File: config.mk
export PLATFORM = sky130hd
export DESIGN_NAME = spi_xfer_seq
export DESIGN_NICKNAME = d
export VERILOG_FILES = /design/src/rtl/spi_xfer_seq.sv
export SDC_FILE = /design/constraint.sdc
export NUM_CORES = 1
export LEC_CHECK = 0
export ABC_AREA = 1
export BUFFER_PORTS_ARGS = -buffer_cell sky130_fd_sc_hd__buf_2
export CORE_MARGIN = 8
export CORE_UTILIZATION = 43
export DETAILED_ROUTE_END_ITERATION = 16
export HOLD_SLACK_MARGIN = 0.1
export PLACE_DENSITY = 0.73
export REMOVE_ABC_BUFFERS = 1
export SLEW_MARGIN = 20
export SYNTH_ARGS = -nofsm -noshare
export SYNTH_HDL_FRONTEND = slang
export SYNTH_SLANG_ARGS = --single-unit
export TNS_END_PERCENT = 30
File: constraint.sdc
create_clock -name clk -period 2.31 [get_ports clk]
set_clock_uncertainty 0.2 [all_clocks]
set_input_delay 0.231 -clock clk [delete_from_list [all_inputs] [get_ports clk]]
set_output_delay 0.231 -clock clk [all_outputs]
set_load 0.005 [all_outputs]
File: src/rtl/spi_xfer_seq.sv
// Feeds queued host TX words into the SPI shift register and captures each received character.
// go rises 2 clks after a TX handshake when idle; tx_ready drops when TX is full, launches stall while RX is full.
module spi_xfer_seq #(
   parameter int DW    = 32,
   parameter int DEPTH = 4,
   parameter int AW    = 2
) (
   input  logic          clk,
   input  logic          rst_n,
   input  logic          en,
   input  logic          tx_valid,
   input  logic [DW-1:0] tx_data,
   output logic          tx_ready,
   output logic          rx_valid,
   output logic [DW-1:0] rx_data,
   input  logic          rx_ready,
   output logic [AW:0]   tx_level,
   output logic [AW:0]   rx_level,
   output logic          busy,
   output logic [3:0]    latch,
   output logic [3:0]    byte_sel,
   output logic [DW-1:0] p_in,
   output logic          go,
   input  logic          tip,
   input  logic [DW-1:0] p_out
);

   localparam logic [AW:0] FULL = (AW+1)'(DEPTH);
   localparam logic [AW:0] ONE  = (AW+1)'(1);

   typedef enum logic [2:0] {
      S_IDLE,
      S_LOAD,
      S_START,
      S_BUSY,
      S_CAPTURE
   } state_t;

   state_t state_q, state_d;

   logic [DW-1:0] tx_mem_q [DEPTH];
   logic [DW-1:0] rx_mem_q [DEPTH];
   logic [AW-1:0] tx_wr_q, tx_rd_q, rx_wr_q, rx_rd_q;
   logic [AW:0]   tx_cnt_q, tx_cnt_d, rx_cnt_q, rx_cnt_d;
   logic          tx_push, tx_pop, rx_push, rx_pop;

   // No pass-through: a full TX FIFO refuses a word even in the cycle it pops.
   assign tx_ready = (tx_cnt_q != FULL);
   assign rx_valid = (rx_cnt_q != '0);
   assign tx_push  = tx_valid && tx_ready;
   assign rx_pop   = rx_valid && rx_ready;
   assign tx_pop   = (state_q == S_LOAD);
   assign rx_push  = (state_q == S_CAPTURE);
   assign tx_level = tx_cnt_q;
   assign rx_level = rx_cnt_q;
   assign rx_data  = rx_mem_q[rx_rd_q];
   assign busy     = (state_q != S_IDLE);

   always_comb begin
      tx_cnt_d = tx_cnt_q;
      rx_cnt_d = rx_cnt_q;
      if (tx_push && !tx_pop) begin
         tx_cnt_d = tx_cnt_q + ONE;
      end else if (!tx_push && tx_pop) begin
         tx_cnt_d = tx_cnt_q - ONE;
      end
      if (rx_push && !rx_pop) begin
         rx_cnt_d = rx_cnt_q + ONE;
      end else if (!rx_push && rx_pop) begin
         rx_cnt_d = rx_cnt_q - ONE;
      end
   end

   always_ff @(posedge clk or negedge rst_n) begin
      if (!rst_n) begin
         for (int i = 0; i < DEPTH; i++) begin
            tx_mem_q[i] <= '0;
            rx_mem_q[i] <= '0;
         end
         tx_wr_q  <= '0;
         tx_rd_q  <= '0;
         rx_wr_q  <= '0;
         rx_rd_q  <= '0;
         tx_cnt_q <= '0;
         rx_cnt_q <= '0;
      end else begin
         if (tx_push) begin
            tx_mem_q[tx_wr_q] <= tx_data;
            tx_wr_q           <= tx_wr_q + AW'(1);
         end
         if (tx_pop) begin
            tx_rd_q <= tx_rd_q + AW'(1);
         end
         if (rx_push) begin
            rx_mem_q[rx_wr_q] <= p_out;
            rx_wr_q           <= rx_wr_q + AW'(1);
         end
         if (rx_pop) begin
            rx_rd_q <= rx_rd_q + AW'(1);
         end
         tx_cnt_q <= tx_cnt_d;
         rx_cnt_q <= rx_cnt_d;
      end
   end

   always_ff @(posedge clk or negedge rst_n) begin
      if (!rst_n) begin
         state_q <= S_IDLE;
      end else begin
         state_q <= state_d;
      end
   end

   // Launch only when RX has room for the result, so a capture can never overrun.
   always_comb begin
      state_d  = state_q;
      latch    = 4'b0000;
      byte_sel = 4'h0;
      p_in     = '0;
      go       = 1'b0;
      unique case (state_q)
         S_IDLE: begin
            if (en && (tx_cnt_q != '0) && (rx_cnt_q != FULL) && !tip) begin
               state_d = S_LOAD;
            end
         end
         S_LOAD: begin
            latch    = 4'b0001;
            byte_sel = 4'hF;
            p_in     = tx_mem_q[tx_rd_q];
            state_d  = S_START;
         end
         S_START: begin
            go = 1'b1;
            if (tip) begin
               state_d = S_BUSY;
            end
         end
         S_BUSY: begin
            if (!tip) begin
               state_d = S_CAPTURE;
            end
         end
         S_CAPTURE: begin
            state_d = S_IDLE;
         end
         default: begin
            state_d = S_IDLE;
         end
      endcase
   end

endmodule

==> reports/metrics.yaml, run 1 <==
place:
  portBuffers: 148
  place_ws_ns: 0.2370
  dp.cells: 1930
  place.gp.congestion: 0.7929
  placed_cell_area_um2: 13580
  dp_hpwl_um: 19190
hold_path:
  hold_path.class: "primary input to asynchronous set/reset pin"
sta:
  finalSetupViolations: 7
  fmax_mhz: 428.5
  period_share_pct: 101.0
  hold_viol_final: 0
  drv_slew: 0
  worst_pin_slew_ns: 0.5104
  fin_ws_ns: -0.02380
  min_period_ns: 2.334
  relSlewSlack_pct: 65.97
  final.setup.tns_ns: -0.07691
  whs_ns: 0.1315
  rsz0062_at_grt: "true"
detailed_routing:
  vias: 11073
  drtIter0Drc: 892
  drtAntennaViolNets: 0
  drt-total-wl_um: 34690
  drt_pass1_iterations: 5
  vias_per_cell: 5.357
  drc_errors: 0
  wl_per_cell_um: 16.78
worst_setup_path:
  cp-end-kind: "primary output"
  worst_ep_arrival_time_ns: 1.90
  cp.required_ns: 1.88
  startpoint_type: "flip-flop"
  cp_max_fo: 64
  crit_type: "flip-flop to primary output"
floorplanning:
  die_y_um: 185.2
  io_pins: 152
  dieArea_um2: 34300
  dieWidth_um: 185.2
  rows: 62
  initial_core_util_pct: 43.25
  coreArea_um2: 28470
flow_run:
  cap_viol_max_count: 0
clock_tree:
  htreeDepth: 1
  cts_buffers: 30
  cts_max_path_buffers: 3
  cts-root-buf: "clkbuf_16"
  clk-insertion-delay-late_ns: 0.55
  clock_sink_count: 273
  clk_pin_slew_worst_paths_ns: 0.06
  cts_tree: "yes"
logic_synthesis:
  yosysSeqAreaShare_pct: 55.49
  ys_warn_count: 0
  netlist_area_um2: 12310
  postSynthAreaPerCell_um2: 8.375
  ys_ff_latch: 273
  yosysUniqueCellTypes: 24
  syn-instance-count: 1470
layout:
  fin_area_um2: 15610
  antenna_cells: 0
  fillers: 2516
  final_util_pct: 54.84
  area_growth_pct: 26.82
  drive_gt1_share_pct: 16.40
  layout.nets: 1742
  final_cells: 2067
global_route:
  grt_util_all_layers_pct: 19.64
  grt_pass1_wl_um: 55510
  grt_pass1_vias: 10788
  grt-ovfl-total: 0
  antenna_found_initial: 0
  grt_start_max_net_pins: 66
pwr:
  ir_drop_v: 0.0006593
  leakagePower_nw: 7.542
  powerDensity_nw_per_um2: 1370
  power_mw: 21.39
status:
  status: "finished with violations"
  violations: "negative setup slack"
[cell families after synthesis]
family          synth area share [%]
flops                          55.49
simple gates                   13.25
other cells                  0.03046
fa+ha+maj                      1.341
mux                          0.09146
buf+inv                        7.693
compound gates                 21.46
xor+xnor                      0.6403
[flip-flops by register name, summed over array words and instances, names as in the netlist]
signal and cells:
rx_wr_q 2, state_q 3, tx_mem_q 128, tx_wr_q 2, tx_rd_q 2, rx_rd_q 2, tx_level 3, rx_level 3
rx_mem_q 128
[placed cells by master, fill, tap and decap left out, drive strengths merged]
cell	synthesis	routed
a21oi	100	100
buf	42	188
bufbuf	0	1
bufinv	0	1
clkbuf	65	52
clkinv	0	7
clkinvlp	0	1
conb	1	3
dfrtp	273	273
dlygate4sd3	0	70
fa	2	2
ha	10	10
inv	124	122
mux2	1	1
nand2	335	335
nand3	7	7
nand3b	1	1
nor2	78	78
nor3	2	2
o21ai	388	388
o22ai	32	32
xnor2	2	2
xor2	7	7
[critical path, cell delays in order (launching register included)]
cell,delay (ns)
dfrtp_2,0.44
buf_12,0.19
a21oi_1,0.18
o21ai_0,0.12
a21oi_2,0.21
buf_2,0.15
[synthesized netlist by cell type]
master | count | area, µm²
o21ai_0 | 388 | 1942
nand2_1 | 330 | 1239
dfrtp_1 | 273 | 6832
inv_1 | 124 | 465.5
a21oi_1 | 100 | 500.5
nor2_1 | 76 | 285.3
clkbuf_1 | 53 | 198.9
o22ai_1 | 32 | 200.2
buf_2 | 28 | 140.1
clkbuf_2 | 12 | 60.06
ha_1 | 10 | 125.1
buf_4 | 8 | 60.06
nand3_1 | 7 | 35.03
xor2_1 | 7 | 61.31
buf_1 | 6 | 22.52
nand2_2 | 5 | 31.28
fa_1 | 2 | 40.04
nor2_2 | 2 | 12.51
xnor2_1 | 2 | 17.52
conb_1 | 1 | 3.750
mux2_2 | 1 | 11.26
nand3b_1 | 1 | 7.510
nor3_1 | 1 | 5.000
nor3_4 | 1 | 16.27
[report_power, final]
| group | switching (mW) | leakage, nW | internal (mW) | total, mW |
|---|---|---|---|---|
| Sequential | 0.953 | 3.08 | 6.80 | 7.75 |
| Clock | 1.91 | 0.473 | 2.76 | 4.67 |
| Combinational | 5.43 | 3.99 | 3.55 | 8.97 |
[metal layers]
metal  global-route usage, %  wire, µm  vias to the layer above
met5                       0         0                        -
met4                   4.577       786                        0
met3                   3.570      2823                       70
met2                   33.23     16230                      468
met1                   25.87     14860                     5365
li1                        -         -                     5170
[path summary, 6_finish.rpt]
kind,slack (ns),depth (start not counted),endpoint,startpoint
max,-0.02,5,p_in[21],tx_rd_q[0]
min,0.13,3,rx_mem_q[6],rst_n
max reg2reg,0.17,9,rx_level[2],rx_level[0]
min reg2reg,0.28,2,rx_mem_q[81],rx_mem_q[81]
max in group asynchronous,1.44,3,tx_mem_q[25],rst_n
min in group clk,0.26,4,tx_mem_q[7],tx_data[7]
[timing repair]
action / CTS / global route
endpoints found under the setup margin: 45 / 50
resized for setup: 12 / 41
pin swaps: 2 / 16
hold endpoints to repair: 539 / 0
gates cloned: 3 / 4
hold buffers: 71 / 0
setup buffers: 1 / 3
[cell type report]
| class | instances | area [µm²] | area share, % |
|---|---|---|---|
| Multi-Input combinational cell | 968 | 4649 | 29.78 |
| Sequential cell | 273 | 6835 | 43.78 |
| Timing Repair Buffer | 263 | 2202 | 14.10 |
| Clock buffer | 48 | 899.6 | 5.762 |
| Inverter | 124 | 480.5 | 3.077 |
| Tap cell | 384 | 480.5 | 3.077 |
| Clock inverter | 7 | 66.31 | 0.4247 |
(Power assumes the default switching activity.)
==> inputs of run 2 (changes only) <==
--- a/config.mk
+++ b/config.mk
@@ -12,6 +12,7 @@
 export DETAILED_ROUTE_END_ITERATION = 16
 export HOLD_SLACK_MARGIN = 0.1
 export PLACE_DENSITY = 0.73
+export RECOVER_POWER = 100
 export REMOVE_ABC_BUFFERS = 1
 export SLEW_MARGIN = 20
 export SYNTH_ARGS = -nofsm -noshare
==> run 2 against run 1 <==
  * The run still ends with negative setup slack left
  * Largest cell class unchanged
  * Worst setup slack worse by 0.0096 ns
  * Fmax shrank 0.41%
  * Clock power barely moved
  * Worst hold slack gained 0.13 ns
  * Critical endpoint is now rx_data[25]
  * Power decreased by 0.80%
  * Utilization down 0.89 points
==> reports/metrics.yaml, run 2 (same netlist as run 1, synthesis figures left out) <==
pwr:
  switching_power_mw: 8.254
  powerDensity_nw_per_um2: 1382
  netSwitchingFraction_pct: 38.89
  pwr-share-clk_pct: 22.0
  ir_drop_v: 0.0006603
  power_mw: 21.22
  leakagePower_nw: 7.417
  seqPwrFrac_pct: 36.5
  power_frac_comb_pct: 41.5
  p_int_mw: 12.97
floorplanning:
  rows: 62
  die_y_um: 185.2
  io_pins: 152
  dieArea_um2: 34300
  dieWidth_um: 185.2
  coreArea_um2: 28470
  initial_core_util_pct: 43.25
clock_tree:
  cts_tree: "yes"
  cts_max_path_buffers: 3
  cts_buffers: 30
  cts-root-buf: "clkbuf_16"
  clock_sink_count: 273
  htreeDepth: 1
  clk_pin_slew_worst_paths_ns: 0.06
  clk-insertion-delay-late_ns: 0.55
sta:
  fin_ws_ns: -0.03337
  drv_slew: 0
  whs_ns: 0.2654
  hold_viol_final: 0
  min_period_ns: 2.343
  fmax_mhz: 426.7
  final.setup.tns_ns: -0.1986
  period_share_pct: 101.4
  worst_pin_slew_ns: 1.166
  rsz0062_at_grt: "true"
  relSlewSlack_pct: 22.28
  finalSetupViolations: 12
global_route:
  grt_pass1_vias: 10788
  grt_util_all_layers_pct: 19.64
  grt-ovfl-total: 0
  gr-usage-met2_pct: 33.23
  grt_start_max_net_pins: 66
  globalRouteMet1Util_pct: 25.87
  grt_pass1_wl_um: 55510
  grt_busiest_layer: "met2"
  antenna_found_initial: 0
  use_met3_pct: 3.570
status:
  violations: "negative setup slack"
  status: "finished with violations"
worst_setup_path:
  startpoint_type: "flip-flop"
  crit_chain: "clkbuf_2 -> clkbuf_16 -> nor2_1 -> o22ai_1 -> buf_2"
  cp.required_ns: 1.88
  slowest_delay_ns: 0.46
  crit_path_top_delay_cell: "dfrtp_1"
  worst_ep_arrival_time_ns: 1.91
  cp_max_fo: 32
  r2r_setup_slack_ns: 0.12
  cp-end-kind: "primary output"
  crit_type: "flip-flop to primary output"
place:
  place.gp.congestion: 0.7929
  dp_hpwl_um: 19190
  portBuffers: 148
  dp.cells: 1930
layout:
  final_common_cell: "o21ai_0"
  fillers: 2558
  antenna_cells: 0
  final_cells: 2067
  area_growth_pct: 24.76
  final_util_pct: 53.95
  drive_gt1_share_pct: 14.97
  layout.nets: 1742
  reg_top3: "rx_mem_q (128), tx_mem_q (128)"
  final_cell_mix: "370 x o21ai_0, 330 x nand2_1, 271 x dfrtp_1, 134 x buf_2, 120 x inv_1"
detailed_routing:
  drtIter0Drc: 987
  drtAntennaViolNets: 0
  vias_per_cell: 5.367
  drc_errors: 0
  drt-total-wl_um: 34860
  wl_per_cell_um: 16.86
  vias: 11094
  drt_pass1_iterations: 6
flow_run:
  cap_viol_max_count: 0
hold_path:
  hold_path.class: "primary input to flip-flop"
run 2: cell types whose count changed in the layout (fill, tap and decap cells not counted), moves of 4 or more:
cell      before  now
clkbuf_4       0    6
clkbuf_2       0    6
clkbuf_1      11   27
nor2_1        73   77
buf_12        20    8
buf_2        147  134
buf_4         16   12
run 2: per-layer routing:
metal  up-vias  part of all wire [%]
met1      5388                    43
met2       474                    47
met4         0                   2.0
met5         -                     0
li1       5172                     -
met3        60                   8.0
run 2: final timing paths:
| kind | depth (start not counted) | end | startpoint |
|---|---|---|---|
| worst max register to register | 6 | rx_mem_q[42] | state_q[1] |
| worst max-delay path | 5 | rx_data[25] | rx_rd_q[0] |
| min in group asynchronous | 3 | rx_mem_q[70] | rst_n |
| max in group asynchronous | 3 | rx_mem_q[58] | rst_n |
| worst min-delay path | 4 | tx_mem_q[7] | tx_data[7] |
| worst min register to register | 2 | rx_mem_q[81] | rx_mem_q[81] |
run 2: power by group through the flow:
stage	combinational [mW]	clock (mW)	sequential, mW
after floorplan	4.38	0	7.80
after global placement	7.74	0	7.68
after detailed placement	7.95	0	7.76
after CTS	8.47	4.76	7.71
after global routing	9.84	4.95	7.96
final	8.81	4.67	7.74
run 2: what timing repair did:
action                     in CTS  in global routing
hold buffers                   71                  0
buffers inserted                1                  3
gates cloned                    3                  4
setup endpoints to repair      45                 50
pin swaps                       2                 16
resized for setup              12                 41
hold endpoints to repair      539                  0
run 2: per-stage QoR:
step	setup WS (ns)	instance area, µm²
6_report	-0.03337	15360
4_1_cts	-0.02281	15410
2_1_floorplan	-0.7011	11840
5_1_grt	-0.1137	15360
3_3_place_gp	0.2831	13580
3_5_place_dp	0.2370	13580
run 2: critical path, delay by kind of cell (launching register included):
kind	cells	cell delay (ns)
buffers and inverters	3	0.63
AOI/OAI and AO/OA	1	0.20
DFF	1	0.46
and+or+nand+nor	1	0.07
run 2: final cells by class:
type | instances | area, µm² | share of cell area, %
flip-flops and latches | 273 | 6834 | 44.49
multi-input cells | 968 | 4613 | 30.03
repair buffers | 263 | 1986 | 12.93
clock buffers | 48 | 899.6 | 5.857
inverters | 124 | 480.5 | 3.128
well taps | 384 | 480.5 | 3.128
clock inverters | 7 | 66.31 | 0.4317
==> inputs of run 3 (changes only) <==
--- a/config.mk
+++ b/config.mk
@@ -6,14 +6,13 @@
 export NUM_CORES = 1
 export LEC_CHECK = 0
 export ABC_AREA = 1
-export BUFFER_PORTS_ARGS = -buffer_cell sky130_fd_sc_hd__buf_2
+export BUFFER_PORTS_ARGS = -buffer_cell sky130_fd_sc_hd__clkbuf_2
 export CORE_MARGIN = 8
 export CORE_UTILIZATION = 43
 export DETAILED_ROUTE_END_ITERATION = 16
 export HOLD_SLACK_MARGIN = 0.1
 export PLACE_DENSITY = 0.73
 export RECOVER_POWER = 100
-export REMOVE_ABC_BUFFERS = 1
 export SLEW_MARGIN = 20
 export SYNTH_ARGS = -nofsm -noshare
 export SYNTH_HDL_FRONTEND = slang
==> run 3 against run 2 <==
  * Sequential share of layout area down 0.28 points
  * Design area up 0.67%
  * Non-clock buffer count up 5
  * First-iteration DRC count up 8.5%
  * Global-route usage down 0.35 points
  * Clock power down 5.8%
  * Combinational power up 2.3%
  * Utilization up 0.36 points
  * The flow now finishes without violations
  * Critical path depth up 1
  * Largest power group unchanged
  * Sequential cell count unchanged
  * Power down 0.13%
==> reports/metrics.yaml, run 3 (same netlist as run 1, synthesis figures left out) <==
pwr:
  leakagePower_nw: 7.473
  power_mw: 21.19
  ir_drop_v: 0.0007187
  powerDensity_nw_per_um2: 1371
sta:
  fmax_mhz: 436.1
  fin_ws_ns: 0.01693
  whs_ns: 0.2798
  final.setup.tns_ns: 0
  hold_viol_final: 0
  finalSetupViolations: 0
  drv_slew: 0
  rsz0062_at_grt: "true"
  period_share_pct: 99.27
  min_period_ns: 2.293
  worst_pin_slew_ns: 1.099
  relSlewSlack_pct: 26.74
worst_setup_path:
  regToRegStartpoint: "state_q[0]"
  cp_max_fo: 32
  crit_chain: "buf_4 -> clkbuf_16 -> a21oi_2 -> o21ai_0 -> a21oi_1 -> buf_2"
  path_buf_inv: 3
  worst_ep_arrival_time_ns: 1.86
  critPathLaunch: "tx_rd_q[0]"
  cp.required_ns: 1.88
  startpoint_type: "flip-flop"
  crit_path_top_delay_cell: "dfrtp_2"
  cp-end-kind: "primary output"
  slowest_delay_ns: 0.45
  crit_type: "flip-flop to primary output"
  cp_top_family: "buffers and inverters"
place:
  portBuffers: 148
  dp_hpwl_um: 19160
  placed_cell_area_um2: 13580
  place_ws_ns: 0.1502
  place.gp.congestion: 0.7798
  dp.cells: 1931
detailed_routing:
  drtAntennaViolNets: 0
  vias_per_cell: 5.340
  wl_per_cell_um: 16.90
  drtIter0Drc: 1071
  drt-total-wl_um: 34930
  drt_pass1_iterations: 6
  vias: 11037
  drc_errors: 0
floorplanning:
  io_pins: 152
  dieWidth_um: 185.2
  dieArea_um2: 34300
  coreArea_um2: 28470
  rows: 62
  die_y_um: 185.2
  initial_core_util_pct: 43.25
hold_path:
  hold_path.class: "flip-flop to flip-flop"
  hp-start: "rx_mem_q[56]"
clock_tree:
  cts_tree: "yes"
  cts_buffers: 29
  htreeDepth: 1
  clk-insertion-delay-late_ns: 0.53
  clk_pin_slew_worst_paths_ns: 0.06
  clock_sink_count: 273
  cts_max_path_buffers: 3
  cts-root-buf: "clkbuf_16"
global_route:
  grt_util_all_layers_pct: 19.29
  antenna_found_initial: 1
  grt_pass1_wl_um: 54680
  grt_start_max_net_pins: 74
  grt-ovfl-total: 0
  grt_pass1_vias: 10657
layout:
  final_util_pct: 54.31
  multi_input_area_um2: 4643
  reg_top3: "rx_mem_q (128), tx_mem_q (128)"
  antenna_cells: 0
  regArea_um2: 6837
  layout.nets: 1746
  fin_area_um2: 15460
  final_cell_mix: "362 x o21ai_0, 330 x nand2_1, 269 x dfrtp_1, 128 x clkbuf_2, 120 x inv_1"
  area_growth_pct: 25.59
  fillers: 2581
  final_common_cell: "o21ai_0"
  final_cells: 2067
  drive_gt1_share_pct: 15.92
flow_run:
  cap_viol_max_count: 0
status:
  status: "completed"
## run 3: cell count changes in the layout (fill, tap and decap cells not counted), moves of 3 or more
| cell | before | now |
|---|---|---|
| buf_6 | 2 | 7 |
| o21ai_1 | 18 | 25 |
| clkinvlp_4 | 1 | 4 |
| clkbuf_2 | 6 | 128 |
| clkbuf_1 | 27 | 17 |
| o21ai_0 | 370 | 362 |
| buf_2 | 134 | 11 |
## run 3: what timing repair did
item                                    in CTS  in global routing
pin swaps                                    3                 15
setup buffers                                1                  4
resized for setup                           14                 61
endpoints found under the setup margin      35                 54
cloned                                       3                  7
hold endpoints to repair                   539                  0
hold buffers                                71                  0
## run 3: layout make-up
| class | instances | area share, % |
|---|---|---|
| sequential | 273 | 44.21 |
| multi-input combinational | 968 | 30.03 |
| timing repair buffer | 268 | 13.74 |
| clock buffer | 41 | 5.503 |
| tap | 384 | 3.107 |
| inverter | 124 | 3.067 |
| clock inverter | 9 | 0.3399 |
## run 3: routing by layer
layer / track usage, % / up-vias / part of all wire (%) / routed length, µm
li1: - / 5187 / - / -
met1: 25.84 / 5355 / 43 / 15000
met2: 32.95 / 424 / 48 / 16600
met3: 2.785 / 69 / 7.2 / 2518
met4: 3.905 / 2 / 2.3 / 791
met5: 0 / - / 0.037 / 13
## run 3: worst reg2reg max path, cell delays in order, from the launching register on
cell and delay, ns:
dfrtp_1 0.46, nor3_4 0.24, clkbuf_1 0.35, nand2_2 0.07
clkbuf_4 0.42, nand2_1 0.19, o21ai_0 0.11
## run 3: final timing paths
kind / endpoint / slack, ns / depth (start not counted)
worst max register to register: rx_mem_q[84] / 0.12 / 6
min in group asynchronous: rx_mem_q[101] / 0.80 / 3
worst min register to register: rx_mem_q[56] / 0.28 / 2
worst min-delay path: rx_mem_q[56] / 0.28 / 2
max in group asynchronous: tx_mem_q[52] / 0.18 / 4
worst max-delay path: p_in[28] / 0.02 / 6
## run 3: power breakdown
group	switching, mW	total [mW]	internal (mW)	leakage (nW)
clock network	1.86	4.40	2.54	0.444
registers	0.984	7.79	6.80	3.08
logic	5.48	9.01	3.53	3.95
